**src/rtl/mem_bus_arbiter_pkg.sv**
```systemverilog
// mem_bus_arbiter_pkg: shared bus widths and arbiter FSM state encoding
package mem_bus_arbiter_pkg;
  localparam int ADDR_W = 32;
  localparam int DATA_W = 32;
  localparam int STRB_W = 4;
  typedef enum logic [1:0] {
    ST_IDLE  = 2'd0,
    ST_BUSY0 = 2'd1,
    ST_BUSY1 = 2'd2,
    ST_DONE  = 2'd3
  } state_t;
endpackage

```
**src/rtl/mem_bus_arbiter_if.sv**
```systemverilog
// mem_bus_arbiter_if: native valid/ready memory bus; master drives valid/addr/wdata/wstrb, slave returns ready/rdata
interface mem_bus_arbiter_if import mem_bus_arbiter_pkg::*; ();
  logic              valid;
  logic [ADDR_W-1:0] addr;
  logic [DATA_W-1:0] wdata;
  logic [STRB_W-1:0] wstrb;
  logic              ready;
  logic [DATA_W-1:0] rdata;
  modport master (output valid, addr, wdata, wstrb, input ready, rdata);
  modport slave (input valid, addr, wdata, wstrb, output ready, rdata);
endinterface

```
**src/rtl/mem_bus_arbiter_rr_pick2.sv**
```systemverilog
// rr_pick2: 2-way chooser; req[1:0], last winner, mode (1 = fixed req[0] priority) in, one-hot win out
module rr_pick2 (
  input  logic [1:0] req,
  input  logic       last,
  input  logic       mode,
  output logic [1:0] win
);
  logic p0;
  always_comb begin
    p0  = req[0] & (~req[1] | mode | last);
    win = {req[1] & ~p0, p0};
  end
endmodule

```
**src/rtl/mem_bus_arbiter.sv**
```systemverilog
// mem_bus_arbiter: two-master bus arbiter with watchdog; clk/reset, m0/m1 master buses, s downstream bus, grant, timeout_err
module mem_bus_arbiter import mem_bus_arbiter_pkg::*; #(
  parameter int                PRIORITY_MODE = 0,
  parameter int                TIMEOUT       = 255,
  parameter logic [DATA_W-1:0] ERR_DATA      = 32'hDEAD_BEEF
) (
  input  logic              clk,
  input  logic              reset,
  mem_bus_arbiter_if.slave  m0,
  mem_bus_arbiter_if.slave  m1,
  mem_bus_arbiter_if.master s,
  output logic [1:0]        grant,
  output logic              timeout_err
);
  localparam int WDOG_W = ($clog2(TIMEOUT) < 8) ? 8 : (($clog2(TIMEOUT) > 16) ? 16 : $clog2(TIMEOUT));
  state_t            state_q, state_d;
  logic [1:0]        grant_q, grant_d, ready_q, ready_d, win;
  logic              last_q, last_d, terr_q, terr_d, busy, sel, mv;
  logic [WDOG_W-1:0] wdog_q, wdog_d;
  logic [DATA_W-1:0] rdata0_q, rdata0_d, rdata1_q, rdata1_d, rsp;
  rr_pick2 u_pick (
    .req  ({m1.valid, m0.valid}),
    .last (last_q),
    .mode (PRIORITY_MODE != 0),
    .win  (win)
  );
  always_comb begin
    busy    = (state_q == ST_BUSY0) || (state_q == ST_BUSY1);
    sel     = state_q == ST_BUSY1;
    mv      = sel ? m1.valid : m0.valid;
    s.valid = busy & mv;
    s.addr  = busy ? (sel ? m1.addr : m0.addr) : '0;
    s.wdata = busy ? (sel ? m1.wdata : m0.wdata) : '0;
    s.wstrb = busy ? (sel ? m1.wstrb : m0.wstrb) : '0;
    rsp     = s.ready ? s.rdata : ERR_DATA;
  end
  always_comb begin
    state_d  = state_q;
    grant_d  = grant_q;
    last_d   = last_q;
    wdog_d   = wdog_q;
    ready_d  = '0;
    terr_d   = 1'b0;
    rdata0_d = rdata0_q;
    rdata1_d = rdata1_q;
    if (state_q == ST_IDLE) begin
      if (|win) begin
        state_d = win[1] ? ST_BUSY1 : ST_BUSY0;
        grant_d = win;
        last_d  = win[1];
        wdog_d  = '0;
      end
    end else if (busy) begin
      if (!mv) begin
        state_d = ST_IDLE;
        grant_d = '0;
      end else if (s.ready || wdog_q == WDOG_W'(TIMEOUT - 1)) begin
        state_d  = ST_DONE;
        ready_d  = {sel, ~sel};
        terr_d   = ~s.ready;
        rdata0_d = sel ? rdata0_q : rsp;
        rdata1_d = sel ? rsp : rdata1_q;
      end else begin
        wdog_d = wdog_q + 1'b1;
      end
    end else begin
      state_d = ST_IDLE;
      grant_d = '0;
    end
  end
  always_ff @(posedge clk) begin
    if (reset) begin
      state_q  <= ST_IDLE;
      grant_q  <= '0;
      ready_q  <= '0;
      last_q   <= 1'b1;
      terr_q   <= 1'b0;
      wdog_q   <= '0;
      rdata0_q <= '0;
      rdata1_q <= '0;
    end else begin
      state_q  <= state_d;
      grant_q  <= grant_d;
      ready_q  <= ready_d;
      last_q   <= last_d;
      terr_q   <= terr_d;
      wdog_q   <= wdog_d;
      rdata0_q <= rdata0_d;
      rdata1_q <= rdata1_d;
    end
  end
  assign m0.ready    = ready_q[0];
  assign m0.rdata    = rdata0_q;
  assign m1.ready    = ready_q[1];
  assign m1.rdata    = rdata1_q;
  assign grant       = grant_q;
  assign timeout_err = terr_q;
endmodule

```
**src/flat_wrapper.sv**
```systemverilog
// flat-port wrapper written by rule: the top's interface ports become plain ports
module mem_bus_arbiter_flat import mem_bus_arbiter_pkg::*;
#(
  parameter int                PRIORITY_MODE = 0,
  parameter int                TIMEOUT       = 255,
  parameter logic [DATA_W-1:0] ERR_DATA      = 32'hDEAD_BEEF
)
  (clk, reset, grant, timeout_err, m0_valid, m0_addr, m0_wdata, m0_wstrb, m0_ready, m0_rdata, m1_valid, m1_addr, m1_wdata, m1_wstrb, m1_ready, m1_rdata, s_valid, s_addr, s_wdata, s_wstrb, s_ready, s_rdata);
  mem_bus_arbiter_if m0_i ();
  mem_bus_arbiter_if m1_i ();
  mem_bus_arbiter_if s_i ();
  input  logic clk;
  input  logic reset;
  output logic [1:0] grant;
  output logic timeout_err;
  input wire logic [$bits(m0_i.valid)-1:0] m0_valid;
  input wire logic [$bits(m0_i.addr)-1:0] m0_addr;
  input wire logic [$bits(m0_i.wdata)-1:0] m0_wdata;
  input wire logic [$bits(m0_i.wstrb)-1:0] m0_wstrb;
  output wire logic [$bits(m0_i.ready)-1:0] m0_ready;
  output wire logic [$bits(m0_i.rdata)-1:0] m0_rdata;
  input wire logic [$bits(m1_i.valid)-1:0] m1_valid;
  input wire logic [$bits(m1_i.addr)-1:0] m1_addr;
  input wire logic [$bits(m1_i.wdata)-1:0] m1_wdata;
  input wire logic [$bits(m1_i.wstrb)-1:0] m1_wstrb;
  output wire logic [$bits(m1_i.ready)-1:0] m1_ready;
  output wire logic [$bits(m1_i.rdata)-1:0] m1_rdata;
  output wire logic [$bits(s_i.valid)-1:0] s_valid;
  output wire logic [$bits(s_i.addr)-1:0] s_addr;
  output wire logic [$bits(s_i.wdata)-1:0] s_wdata;
  output wire logic [$bits(s_i.wstrb)-1:0] s_wstrb;
  input wire logic [$bits(s_i.ready)-1:0] s_ready;
  input wire logic [$bits(s_i.rdata)-1:0] s_rdata;
  assign m0_i.valid = m0_valid;
  assign m0_i.addr = m0_addr;
  assign m0_i.wdata = m0_wdata;
  assign m0_i.wstrb = m0_wstrb;
  assign m0_ready = m0_i.ready;
  assign m0_rdata = m0_i.rdata;
  assign m1_i.valid = m1_valid;
  assign m1_i.addr = m1_addr;
  assign m1_i.wdata = m1_wdata;
  assign m1_i.wstrb = m1_wstrb;
  assign m1_ready = m1_i.ready;
  assign m1_rdata = m1_i.rdata;
  assign s_valid = s_i.valid;
  assign s_addr = s_i.addr;
  assign s_wdata = s_i.wdata;
  assign s_wstrb = s_i.wstrb;
  assign s_i.ready = s_ready;
  assign s_i.rdata = s_rdata;
  mem_bus_arbiter #(.PRIORITY_MODE(PRIORITY_MODE), .TIMEOUT(TIMEOUT), .ERR_DATA(ERR_DATA)) u_core (.clk(clk), .reset(reset), .m0(m0_i), .m1(m1_i), .s(s_i), .grant(grant), .timeout_err(timeout_err));
endmodule
```
**config.mk**
```make
export PLATFORM = sky130hd
export DESIGN_NAME = mem_bus_arbiter_flat
export DESIGN_NICKNAME = d
export VERILOG_FILES = /design/src/rtl/mem_bus_arbiter_pkg.sv /design/src/rtl/mem_bus_arbiter_if.sv /design/src/rtl/mem_bus_arbiter_rr_pick2.sv /design/src/rtl/mem_bus_arbiter.sv /design/src/flat_wrapper.sv
export SDC_FILE = /design/constraint.sdc
export NUM_CORES = 1
export LEC_CHECK = 0
export ABC_AREA = 1
export ABC_CLOCK_PERIOD_IN_PS = 3320
export CAP_MARGIN = 10
export CORE_MARGIN = 4
export CORE_UTILIZATION = 25
export CTS_CLUSTER_SIZE = 30
export DETAILED_ROUTE_END_ITERATION = 8
export PLACE_DENSITY_LB_ADDON = 0.08
export SYNTH_ARGS = -nofsm -noshare
export SYNTH_HDL_FRONTEND = slang
export SYNTH_SLANG_ARGS = --single-unit
```
**constraint.sdc**
```tcl
create_clock -name clk -period 3.32 [get_ports clk]
set_clock_uncertainty 0.1 [all_clocks]
set_input_delay 0.332 -clock clk [delete_from_list [all_inputs] [get_ports clk]]
set_output_delay 0.332 -clock clk [all_outputs]
set_load 0.01 [all_outputs]
```
# After elaboration in Yosys (flattened, before gate mapping)
# Cells that the tools add are included.
dict set report word_totals {
  reg_bits 80
  in_bits 173
  output_inout_bits 138
  elab_cells 64
}
dict set report op_classes {
  n_addsub 1
  eq_ne 7
  n_mux 23
  bitwise_logic 12
  n_reduce_logical 13
}
# operator count
set ops {}
lappend ops {{2-to-1 mux 32 bit} 5}
lappend ops {{2-to-1 mux 8 bit} 5}
lappend ops {{2-to-1 mux 2 bit} 10}
lappend ops {{AND reduction 5 bit} 2}
lappend ops {{adder 8 x 1 -> 8 bit (second input constant)} 1}
lappend ops {{equality test 8 bit (second input constant)} 1}
lappend ops {{2-to-1 mux 4 bit} 2}
lappend ops {{inverter 1 bit} 8}
lappend ops {{AND reduction 2 bit} 3}
lappend ops {{OR reduction 5 bit} 1}
lappend ops {{inequality test 4 bit (second input constant)} 1}
lappend ops {{AND reduction 4 bit} 1}
lappend ops {{nonzero test 2 bit} 2}
lappend ops {{AND 1 bit} 3}
lappend ops {{inequality test 3 bit (second input constant)} 1}
lappend ops {{equality test 2 x 1 -> 1 bit (second input constant)} 1}
lappend ops {{equality test 2 bit (second input constant)} 1}
lappend ops {{logical NOT 2 bit} 1}
lappend ops {{logical OR 1 bit} 2}
lappend ops {{inequality test 2 x 1 -> 1 bit (second input constant)} 1}
lappend ops {{inequality test 2 bit (second input constant)} 1}
lappend ops {{OR reduction 2 bit} 1}
lappend ops {{2-to-1 mux 1 bit} 1}
lappend ops {{OR 1 bit} 1}

# Depth between registers and ports, before layout
# Gate-level depths: netlist (run 1).
dict set report logic_depth {
  word_depth 8
  mapped_depth 11
  ltp_nobuf 11
}

# By module
# From an unflattened synthesis (run 1), not the netlist that was laid out.
dict set report unflattened {
  cells_unflattened 697
  area_unflattened_um2 4454.3
}
# module instances cells_each area_each_um2 seq_area_each_um2
set modules_own_cells {}
lappend modules_own_cells {mem_bus_arbiter 1 689 4409.2 1601.5}
lappend modules_own_cells {rr_pick2 1 8 45.0 0.0}

# Worst setup path after synthesis (run 1)
# OpenSTA, ideal clock, no wires.
dict set report synth_path {
  kind {flip-flop to output port}
  start {reg u_core.state_q[0]}
  end {out s_addr[12]}
  arrival_ns 1.390
  required_ns 2.888
  slack_ns 1.498
  stages_incl_launch_ff 9
  n_path_buf 3
  cell_sequence {dfxtp_1 -> inv_1 -> ha_1 -> buf_4 -> inv_4 -> buf_2 -> buf_2 -> nor2_1 -> nor2_1}
}
dict set report synth_between {
  elab_chain_len 3
  elab_cells_between_ends 5
  classes_between {eq/ne (2); mux (2); reduce/logical (1)}
}
# element line
set synth_rtl {}
lappend synth_rtl {{start, declared} mem_bus_arbiter.sv:16} ;# state_t state_q, state_d;
lappend synth_rtl {{start signal, assigned} mem_bus_arbiter.sv:82} ;# state_q <= state_d;
lappend synth_rtl {{equality test 2 bit (*)} mem_bus_arbiter.sv:29} ;# sel = state_q == ST_BUSY1;
lappend synth_rtl {{net u_core.sel} mem_bus_arbiter.sv:18} ;# logic last_q, last_d, terr_q, terr_d, busy, sel, mv;
lappend synth_rtl {{2-to-1 mux 32 bit or logical OR 1 bit (tied branches)} {mem_bus_arbiter.sv:32, mem_bus_arbiter.sv:28}}
lappend synth_rtl {{2-to-1 mux 32 bit (*)} mem_bus_arbiter.sv:32} ;# s.addr = busy ? (sel ? m1.addr : m0.addr) : '0;
lappend synth_rtl {{end, declared} flat_wrapper.sv:29} ;# output wire logic [$bits(s_i.addr)-1:0] s_addr;
# The timed path passes the listed nets; every way through them passes the cells marked *.

# Worst setup path after layout (run 1)
dict set report layout_path {
  start {reg u_core.state_q[1]}
  end {out s_wdata[7]}
}
dict set report layout_between {
  elab_chain_len 3
  elab_cells_between_ends 5
  classes_between {eq/ne (2); mux (2); reduce/logical (1)}
}
# element line
set layout_rtl {}
lappend layout_rtl {{equality test 2 bit or equality test 2 x 1 -> 1 bit (tied branches)} {mem_bus_arbiter.sv:28, mem_bus_arbiter.sv:29}}
lappend layout_rtl {{2-to-1 mux 32 bit or logical OR 1 bit (tied branches)} {mem_bus_arbiter.sv:33, mem_bus_arbiter.sv:28}}
lappend layout_rtl {{2-to-1 mux 32 bit (*)} mem_bus_arbiter.sv:33} ;# s.wdata = busy ? (sel ? m1.wdata : m0.wdata) : '0;
lappend layout_rtl {{end, declared} flat_wrapper.sv:30} ;# output wire logic [$bits(s_i.wdata)-1:0] s_wdata;
# Every way passes the cells marked *; elsewhere a longest branch is shown, timed or not.

==> results of run 1 <==
==> synthesized netlist by cell type, types with 6 or more instances <==
cell type	number	area, um^2
a21oi_1	21	105
nand2_1	101	379
o21ai_0	67	335
dfxtp_1	80	1600
buf_4	6	45.0
nand4_1	66	413
inv_1	89	334
nand3_1	12	60.1
a21oi_2	49	429
clkbuf_1	21	78.8
nor2_1	162	608
buf_6	8	90.1
buf_2	11	55.1
buf_1	10	37.5
==> routing by layer <==
| layer | up-vias | wire length [um] | part of all wire, % | track usage (%) |
|---|---|---|---|---|
| met5 | - | 0 | 0 | 0 |
| met4 | 0 | 635 | 3.0 | 6.62 |
| met3 | 28 | 1480 | 7.0 | 5.52 |
| met2 | 200 | 10500 | 50 | 32.8 |
| met1 | 2530 | 8610 | 41 | 21.3 |
| li1 | 2899 | - | - | - |
==> critical path, delay by kind of cell (launching register included) <==
kind | cells | cell delay (ps)
simple gates | 1 | 190
buf+inv | 3 | 950
fa+ha+maj | 1 | 570
flops | 1 | 370
compound gates | 1 | 110
==> flip-flops by register name (all words and copies together), names as in the netlist <==
| name | cells |
|---|---|
| u_core.timeout_err | 1 |
| u_core.ready_q | 2 |
| u_core.m0.rdata | 32 |
| u_core.m1.rdata | 32 |
| u_core.wdog_q | 8 |
| u_core.grant | 2 |
| u_core.last_q | 1 |
| u_core.state_q | 2 |
==> kinds of logic (layout without fill, tap and decap cells) <==
logic type                 Yosys count  after routing  share of synthesized area, %
and+or+nand+nor                    352            352                          32.8
adders and majority gates            5              5                          1.29
AOI/OAI and AO/OA                  144            144                          18.8
buffers and inverters              152            429                          14.0
DFF                                 80             80                          33.1
==> stage by stage <==
stage / instance area [um^2] / hold slack (ps) / instances
CTS: 8370 / 151 / 1270
detailed placement: 8030 / 348 / 1254
finish: 8370 / 155 / 1270
floorplan: 4840 / 351 / 733
global route: 8370 / 164 / 1270
global placement: 8030 / 347 / 1254
==> path summary, 6_finish.rpt <==
kind                              end               start  cells after the start
hold reg to reg    u_core.m0.rdata[6]  u_core.m0.rdata[6]                      2
hold / removal     u_core.timeout_err             s_ready                      2
setup / recovery           s_wdata[7]   u_core.state_q[1]                      6
setup reg to reg  u_core.m1.rdata[24]   u_core.state_q[0]                      8
==> where the power goes <==
group | switching (mW) | internal, mW
registers | 0.0778 | 1.08
clock network | 0.414 | 0.756
logic | 2.11 | 1.60
total | 2.60 | 3.43
==> layout make-up <==
type | count | area, um^2
Timing Repair Buffer | 318 | 3170
Multi-Input combinational cell | 501 | 2570
Tap cell | 260 | 325
Fill cell | 1969 | 10500
Sequential cell | 80 | 1600
Clock buffer | 11 | 243
Clock inverter | 5 | 104
Inverter | 95 | 364
==> placed cells by master, fill, tap and decap left out, types with 5 or more instances in the layout <==
master	netlist	final
o21ai_0	67	67
inv_1	89	89
dfxtp_1	80	80
a21oi_1	21	21
o21ai_1	5	5
a21oi_2	49	49
clkbuf_16	0	9
nand4_1	66	66
nand2_1	101	101
buf_4	6	7
nand3_1	12	12
clkdlybuf4s50_1	0	309
nor2_1	162	162
==> impl_metrics.xml, run 1 <==
<?xml version="1.0" encoding="UTF-8"?>
<metrics>
  <group name="logic_synthesis">
    <metric name="post_synth_inst_count" unit="">733</metric>
    <metric name="unique_masters_post_synth" unit="">29</metric>
    <metric name="synth_edf_count" unit="">0</metric>
    <metric name="seq_area_frac_synth" unit="%">33.1</metric>
    <metric name="async_flop_share" unit="%">0</metric>
    <metric name="ys.flop_type" unit="">dfxtp_1</metric>
    <metric name="synth_nets" unit="">911</metric>
    <metric name="syn-cell-area" unit="um^2">4840</metric>
    <metric name="synth_seq_cells" unit="">80</metric>
    <metric name="mean_instance_size_in_the_synthesized_netlist" unit="um^2">6.60</metric>
    <metric name="yosysWarnings" unit="">0</metric>
  </group>
  <group name="sta">
    <metric name="fin_crit" unit="ps">2980</metric>
    <metric name="fmax" unit="MHz">335</metric>
    <metric name="report.final.hold_viol_count" unit="">0</metric>
    <metric name="count_of_pins_over_their_slew_limit" unit="">0</metric>
    <metric name="slew_headroom" unit="%">50.6</metric>
    <metric name="fin_crit_share" unit="%">89.8</metric>
    <metric name="final-setup-viol-count" unit="">0</metric>
    <metric name="postLayoutSetupSlackWorst" unit="ps">338</metric>
    <metric name="setup_tns" unit="ps">0</metric>
    <metric name="worst-slew-pin-transition" unit="ps">742</metric>
    <metric name="setup_repair_after_global_routing_missed_its_margin" unit="">false</metric>
  </group>
  <group name="global_routing">
    <metric name="grt_start_max_net_pins" unit="">74</metric>
    <metric name="grt_util_all_layers" unit="%">18.6</metric>
    <metric name="grt_antenna_before_repair" unit="">0</metric>
    <metric name="globalRouteOverflowTotal" unit="">0</metric>
    <metric name="grt_pass1_vias" unit="">5546</metric>
    <metric name="grt_first_pass_wirelength" unit="um">31600</metric>
  </group>
  <group name="cells_and_area">
    <metric name="syn_to_final_growth" unit="%">73.1</metric>
    <metric name="inserted_diodes" unit="">0</metric>
    <metric name="final_core_util" unit="%">44.3</metric>
    <metric name="layout-drive-gt1-share" unit="%">9.01</metric>
    <metric name="final_nets" unit="">1183</metric>
  </group>
  <group name="cts">
    <metric name="ctsLongestPathBuffers" unit="">2</metric>
    <metric name="cts_resized" unit="">0</metric>
    <metric name="clk_pin_slew_worst_paths" unit="ps">60</metric>
    <metric name="post_cts_setup_buffers" unit="">0</metric>
    <metric name="ctsRootBufferMaster" unit="">clkbuf_16</metric>
    <metric name="htree_levels" unit="">3</metric>
    <metric name="insertion_delay" unit="ps">340</metric>
    <metric name="cts-hold-fix-buffers" unit="">0</metric>
    <metric name="cts_inserted_buffers" unit="">9</metric>
    <metric name="tritoncts" unit="">yes</metric>
    <metric name="clock-sinks" unit="">80</metric>
  </group>
  <group name="worst_setup_path">
    <metric name="critical_path.max_stage_delay" unit="ps">620</metric>
    <metric name="worstSetupEndpointType" unit="">primary output</metric>
    <metric name="crit_required" unit="ps">2890</metric>
    <metric name="worstPathArrival" unit="ps">2550</metric>
    <metric name="slowest_cell_on_crit_path" unit="">clkdlybuf4s50_1</metric>
    <metric name="cp_cell_sequence" unit="">inv_1 &gt; ha_2 &gt; buf_12 &gt; o21ai_0 &gt; nor2_1 &gt; clkdlybuf4s50_1</metric>
    <metric name="r2r_setup_slack" unit="ps">650</metric>
    <metric name="critical_path.max_fanout" unit="">50</metric>
    <metric name="worst-setup-path-type" unit="">flip-flop to primary output</metric>
    <metric name="critPathLaunchType" unit="">flip-flop</metric>
  </group>
  <group name="placement">
    <metric name="port-buffer-count" unit="">310</metric>
    <metric name="dpl_worst_slack" unit="ps">610</metric>
    <metric name="detailed_place_hpwl" unit="um">16000</metric>
    <metric name="gp_congestion" unit="">0.869</metric>
  </group>
  <group name="die">
    <metric name="boundaryPins" unit="">311</metric>
    <metric name="die_y" unit="um">147</metric>
    <metric name="core-area" unit="um^2">18900</metric>
    <metric name="initial_core_util" unit="%">25.6</metric>
    <metric name="placementRows" unit="">50</metric>
    <metric name="die_width" unit="um">147</metric>
    <metric name="fp.dieArea" unit="um^2">21600</metric>
  </group>
  <group name="hold_path">
    <metric name="worstHoldPathType" unit="">input port to flip-flop</metric>
  </group>
  <group name="power">
    <metric name="power.static_leakage" unit="nW">3.22</metric>
    <metric name="max-vdd-ir-drop" unit="mV">0.528</metric>
    <metric name="pwr_density_cell" unit="nW/um^2">721</metric>
    <metric name="post-layout-total-power" unit="mW">6.03</metric>
  </group>
  <group name="route">
    <metric name="detail_route.drc_violations" unit="">0</metric>
    <metric name="vias" unit="">5657</metric>
    <metric name="postRouteWirelength" unit="um">21300</metric>
    <metric name="via_density_per_instance" unit="">4.45</metric>
    <metric name="detail_route.wl_per_cell" unit="um">16.7</metric>
    <metric name="drt_first_pass_iters" unit="">4</metric>
    <metric name="detail_route.iter0.violations" unit="">245</metric>
    <metric name="antenna_violating_nets_post_route" unit="">0</metric>
  </group>
  <group name="run">
    <metric name="max_cap_violations" unit="">0</metric>
  </group>
  <group name="run_status">
    <metric name="run_status" unit="">finished clean</metric>
  </group>
</metrics>
Power figures use the tool's default switching activity.
==> inputs of run 2 (changes only) <==
--- a/config.mk
+++ b/config.mk
@@ -5,7 +5,6 @@
 export SDC_FILE = /design/constraint.sdc
 export NUM_CORES = 1
 export LEC_CHECK = 0
-export ABC_AREA = 1
 export ABC_CLOCK_PERIOD_IN_PS = 3320
 export CAP_MARGIN = 10
 export CORE_MARGIN = 4
==> run 2 against run 1 <==
First-iteration DRC count fell by 49%. Largest power group unchanged. Critical path depth unchanged. Critical endpoint is now s_wdata[11]. Synthesized area shrank 10%. Power fell by 43%.
==> impl_metrics.xml, run 2 <==
<?xml version="1.0" encoding="UTF-8"?>
<metrics>
  <group name="run_status">
    <metric name="run_status" unit="">finished clean</metric>
  </group>
  <group name="sta">
    <metric name="fin_crit_share" unit="%">84.8</metric>
    <metric name="setup_tns" unit="ps">0</metric>
    <metric name="holdWs" unit="ps">357</metric>
    <metric name="fin_crit" unit="ps">2810</metric>
    <metric name="count_of_pins_over_their_slew_limit" unit="">0</metric>
    <metric name="worst-slew-pin-transition" unit="ps">758</metric>
    <metric name="slew_headroom" unit="%">49.2</metric>
    <metric name="report.final.hold_viol_count" unit="">0</metric>
    <metric name="fmax" unit="MHz">355</metric>
    <metric name="setup_repair_after_global_routing_missed_its_margin" unit="">false</metric>
    <metric name="postLayoutSetupSlackWorst" unit="ps">506</metric>
    <metric name="final-setup-viol-count" unit="">0</metric>
  </group>
  <group name="global_routing">
    <metric name="grt_pass1_vias" unit="">4955</metric>
    <metric name="grt_util_all_layers" unit="%">17.9</metric>
    <metric name="grt_first_pass_wirelength" unit="um">28000</metric>
    <metric name="grt_start_max_net_pins" unit="">69</metric>
    <metric name="globalRouteOverflowTotal" unit="">0</metric>
    <metric name="grt_antenna_before_repair" unit="">3</metric>
  </group>
  <group name="die">
    <metric name="die_y" unit="um">140</metric>
    <metric name="die_width" unit="um">140</metric>
    <metric name="boundaryPins" unit="">311</metric>
    <metric name="core-area" unit="um^2">16800</metric>
    <metric name="fp.dieArea" unit="um^2">19500</metric>
    <metric name="placementRows" unit="">47</metric>
    <metric name="initial_core_util" unit="%">25.8</metric>
  </group>
  <group name="cts">
    <metric name="tritoncts" unit="">yes</metric>
    <metric name="insertion_delay" unit="ps">330</metric>
    <metric name="cts_resized" unit="">0</metric>
    <metric name="cts-hold-fix-buffers" unit="">0</metric>
    <metric name="cts_inserted_buffers" unit="">9</metric>
    <metric name="ctsRootBufferMaster" unit="">clkbuf_16</metric>
    <metric name="ctsLongestPathBuffers" unit="">2</metric>
    <metric name="clock-sinks" unit="">80</metric>
    <metric name="htree_levels" unit="">3</metric>
    <metric name="post_cts_setup_buffers" unit="">0</metric>
    <metric name="clk_pin_slew_worst_paths" unit="ps">60</metric>
  </group>
  <group name="logic_synthesis">
    <metric name="seq_area_frac_synth" unit="%">36.9</metric>
    <metric name="synth_edf_count" unit="">0</metric>
    <metric name="post_synth_inst_count" unit="">512</metric>
    <metric name="yosys-top-cells-area" unit="">dfxtp_1 (37%), mux2i_1 (20%), a211oi_1 (8.3%)</metric>
    <metric name="async_flop_share" unit="%">0</metric>
    <metric name="yosysWarnings" unit="">0</metric>
    <metric name="synth_seq_cells" unit="">80</metric>
    <metric name="mean_instance_size_in_the_synthesized_netlist" unit="um^2">8.48</metric>
    <metric name="post_synth_most_frequent_cells" unit="">mux2i_1 (85), dfxtp_1 (80), nor2_1 (78)</metric>
    <metric name="synth_top_cell_area_share" unit="%">36.9</metric>
    <metric name="synth_nets" unit="">690</metric>
    <metric name="unique_masters_post_synth" unit="">39</metric>
    <metric name="yosys.area.top_type" unit="">dfxtp_1</metric>
    <metric name="syn-cell-area" unit="um^2">4340</metric>
    <metric name="synth.most_common_cell" unit="">mux2i_1</metric>
    <metric name="ys.flop_type" unit="">dfxtp_1</metric>
  </group>
  <group name="cells_and_area">
    <metric name="final-seq-area" unit="um^2">1600</metric>
    <metric name="syn_to_final_growth" unit="%">83.4</metric>
    <metric name="multi_input_comb_area" unit="um^2">2530</metric>
    <metric name="fillCellCount" unit="">1626</metric>
    <metric name="final_nets" unit="">980</metric>
    <metric name="most-common-layout-cells" unit="">clkdlybuf4s50_1 (309), mux2i_1 (85), dfxtp_1 (80)</metric>
    <metric name="layout-drive-gt1-share" unit="%">4.96</metric>
    <metric name="layout_commonest_cell" unit="">clkdlybuf4s50_1</metric>
    <metric name="final_area" unit="um^2">7970</metric>
    <metric name="final_cells" unit="">1028</metric>
  </group>
  <group name="power">
    <metric name="pwr_density_cell" unit="nW/um^2">431</metric>
    <metric name="power.static_leakage" unit="nW">2.82</metric>
    <metric name="max-vdd-ir-drop" unit="mV">0.309</metric>
  </group>
  <group name="placement">
    <metric name="port-buffer-count" unit="">310</metric>
    <metric name="dpl_worst_slack" unit="ps">795</metric>
    <metric name="detailed_place_hpwl" unit="um">14800</metric>
    <metric name="gp_congestion" unit="">0.847</metric>
    <metric name="dpl_cell_area" unit="um^2">7670</metric>
    <metric name="post-place-cells" unit="">1011</metric>
  </group>
  <group name="route">
    <metric name="vias" unit="">4797</metric>
    <metric name="postRouteWirelength" unit="um">18400</metric>
    <metric name="antenna_violating_nets_post_route" unit="">0</metric>
    <metric name="detail_route.wl_per_cell" unit="um">17.9</metric>
    <metric name="detail_route.iter0.violations" unit="">124</metric>
    <metric name="drt_first_pass_iters" unit="">4</metric>
    <metric name="detail_route.drc_violations" unit="">0</metric>
    <metric name="via_density_per_instance" unit="">4.67</metric>
  </group>
  <group name="worst_setup_path">
    <metric name="critPathLaunchType" unit="">flip-flop</metric>
    <metric name="r2r_setup_slack" unit="ps">960</metric>
    <metric name="critical_path.max_fanout" unit="">47</metric>
    <metric name="worstSetupEndpointType" unit="">primary output</metric>
    <metric name="worst-setup-path-type" unit="">flip-flop to primary output</metric>
    <metric name="slowest_cell_on_crit_path" unit="">clkdlybuf4s50_1</metric>
    <metric name="cp_cell_sequence" unit="">inv_1 &gt; ha_1 &gt; inv_2 &gt; buf_12 &gt; nor2_1 &gt; clkdlybuf4s50_1</metric>
    <metric name="worstPathArrival" unit="ps">2380</metric>
    <metric name="critical_path.max_stage_delay" unit="ps">520</metric>
    <metric name="worstRegToRegCells" unit="">8</metric>
    <metric name="crit_required" unit="ps">2890</metric>
  </group>
  <group name="run">
    <metric name="max_cap_violations" unit="">0</metric>
  </group>
  <group name="hold_path">
    <metric name="hold_path_depth" unit="">2</metric>
    <metric name="worstHoldPathType" unit="">flip-flop to flip-flop</metric>
  </group>
</metrics>
-- run 2: cell types whose count changed after synthesis, moves of 7 or more --
cell and change:
a211oi_1 +48, a21oi_1 +33, a21oi_2 -49, buf_1 -7
buf_6 -8, clkbuf_1 +7, inv_1 -83, mux2i_1 +85
nand2_1 -76, nand4_1 -66, nor2_1 -84, nor2b_1 +29
o21ai_0 -65
-- run 2: cell type report --
class	count	area share (%)
Clock buffer	10	3.00
Multi-Input combinational cell	378	31.8
Sequential cell	80	20.1
Clock inverter	6	0.644
Timing Repair Buffer	325	40.6
Antenna cell	1	0.0314
Tap cell	220	3.46
Inverter	8	0.377
-- run 2: cell families after synthesis --
| kind of cell | share of synthesized area, % |
|---|---|
| buf+inv | 5.16 |
| mux | 19.9 |
| compound gates | 19.2 |
| simple gates | 17.5 |
| flops | 36.9 |
| fa+ha+maj | 1.44 |
-- run 2: metal layers --
layer / up-vias / GRT usage [%] / wire, um
li1: 2402 / - / -
met1: 2196 / 18.9 / 6770
met2: 177 / 34.2 / 9970
met3: 18 / 5.63 / 1430
met4: 4 / 4.13 / 243
met5: - / 0 / 22
-- run 2: final timing paths --
path	to	start
setup / recovery	s_wdata[11]	u_core.state_q[0]
hold / removal	u_core.m1.rdata[20]	u_core.m1.rdata[20]
hold reg to reg	u_core.m1.rdata[20]	u_core.m1.rdata[20]
setup reg to reg	u_core.m1.rdata[8]	u_core.state_q[1]
-- run 2: stage by stage --
stage	utilization (%)	power, mW
2_1_floorplan	-	1.70
3_3_place_gp	45.6	2.52
3_5_place_dp	45.6	2.53
4_1_cts	47.3	3.49
5_1_grt	47.4	3.61
6_report	47.4	3.43
-- run 2: critical path, delay by kind of cell (launching register included) --
kind / cells / cell delay [ps]
AND/OR/NAND/NOR: 1 / 80
buffers and inverters: 4 / 1260
adder cells (fa/ha/maj): 1 / 340
flip-flops: 1 / 360
-- run 2: power by group --
| group | total (mW) | switching (mW) | leakage (nW) | internal, mW |
|---|---|---|---|---|
| combinational | 1.47 | 0.692 | 2.04 | 0.774 |
| clock | 0.940 | 0.404 | 0.133 | 0.536 |
| sequential | 1.02 | 0.0266 | 0.646 | 0.996 |
| total | 3.43 | 1.12 | 2.82 | 2.31 |
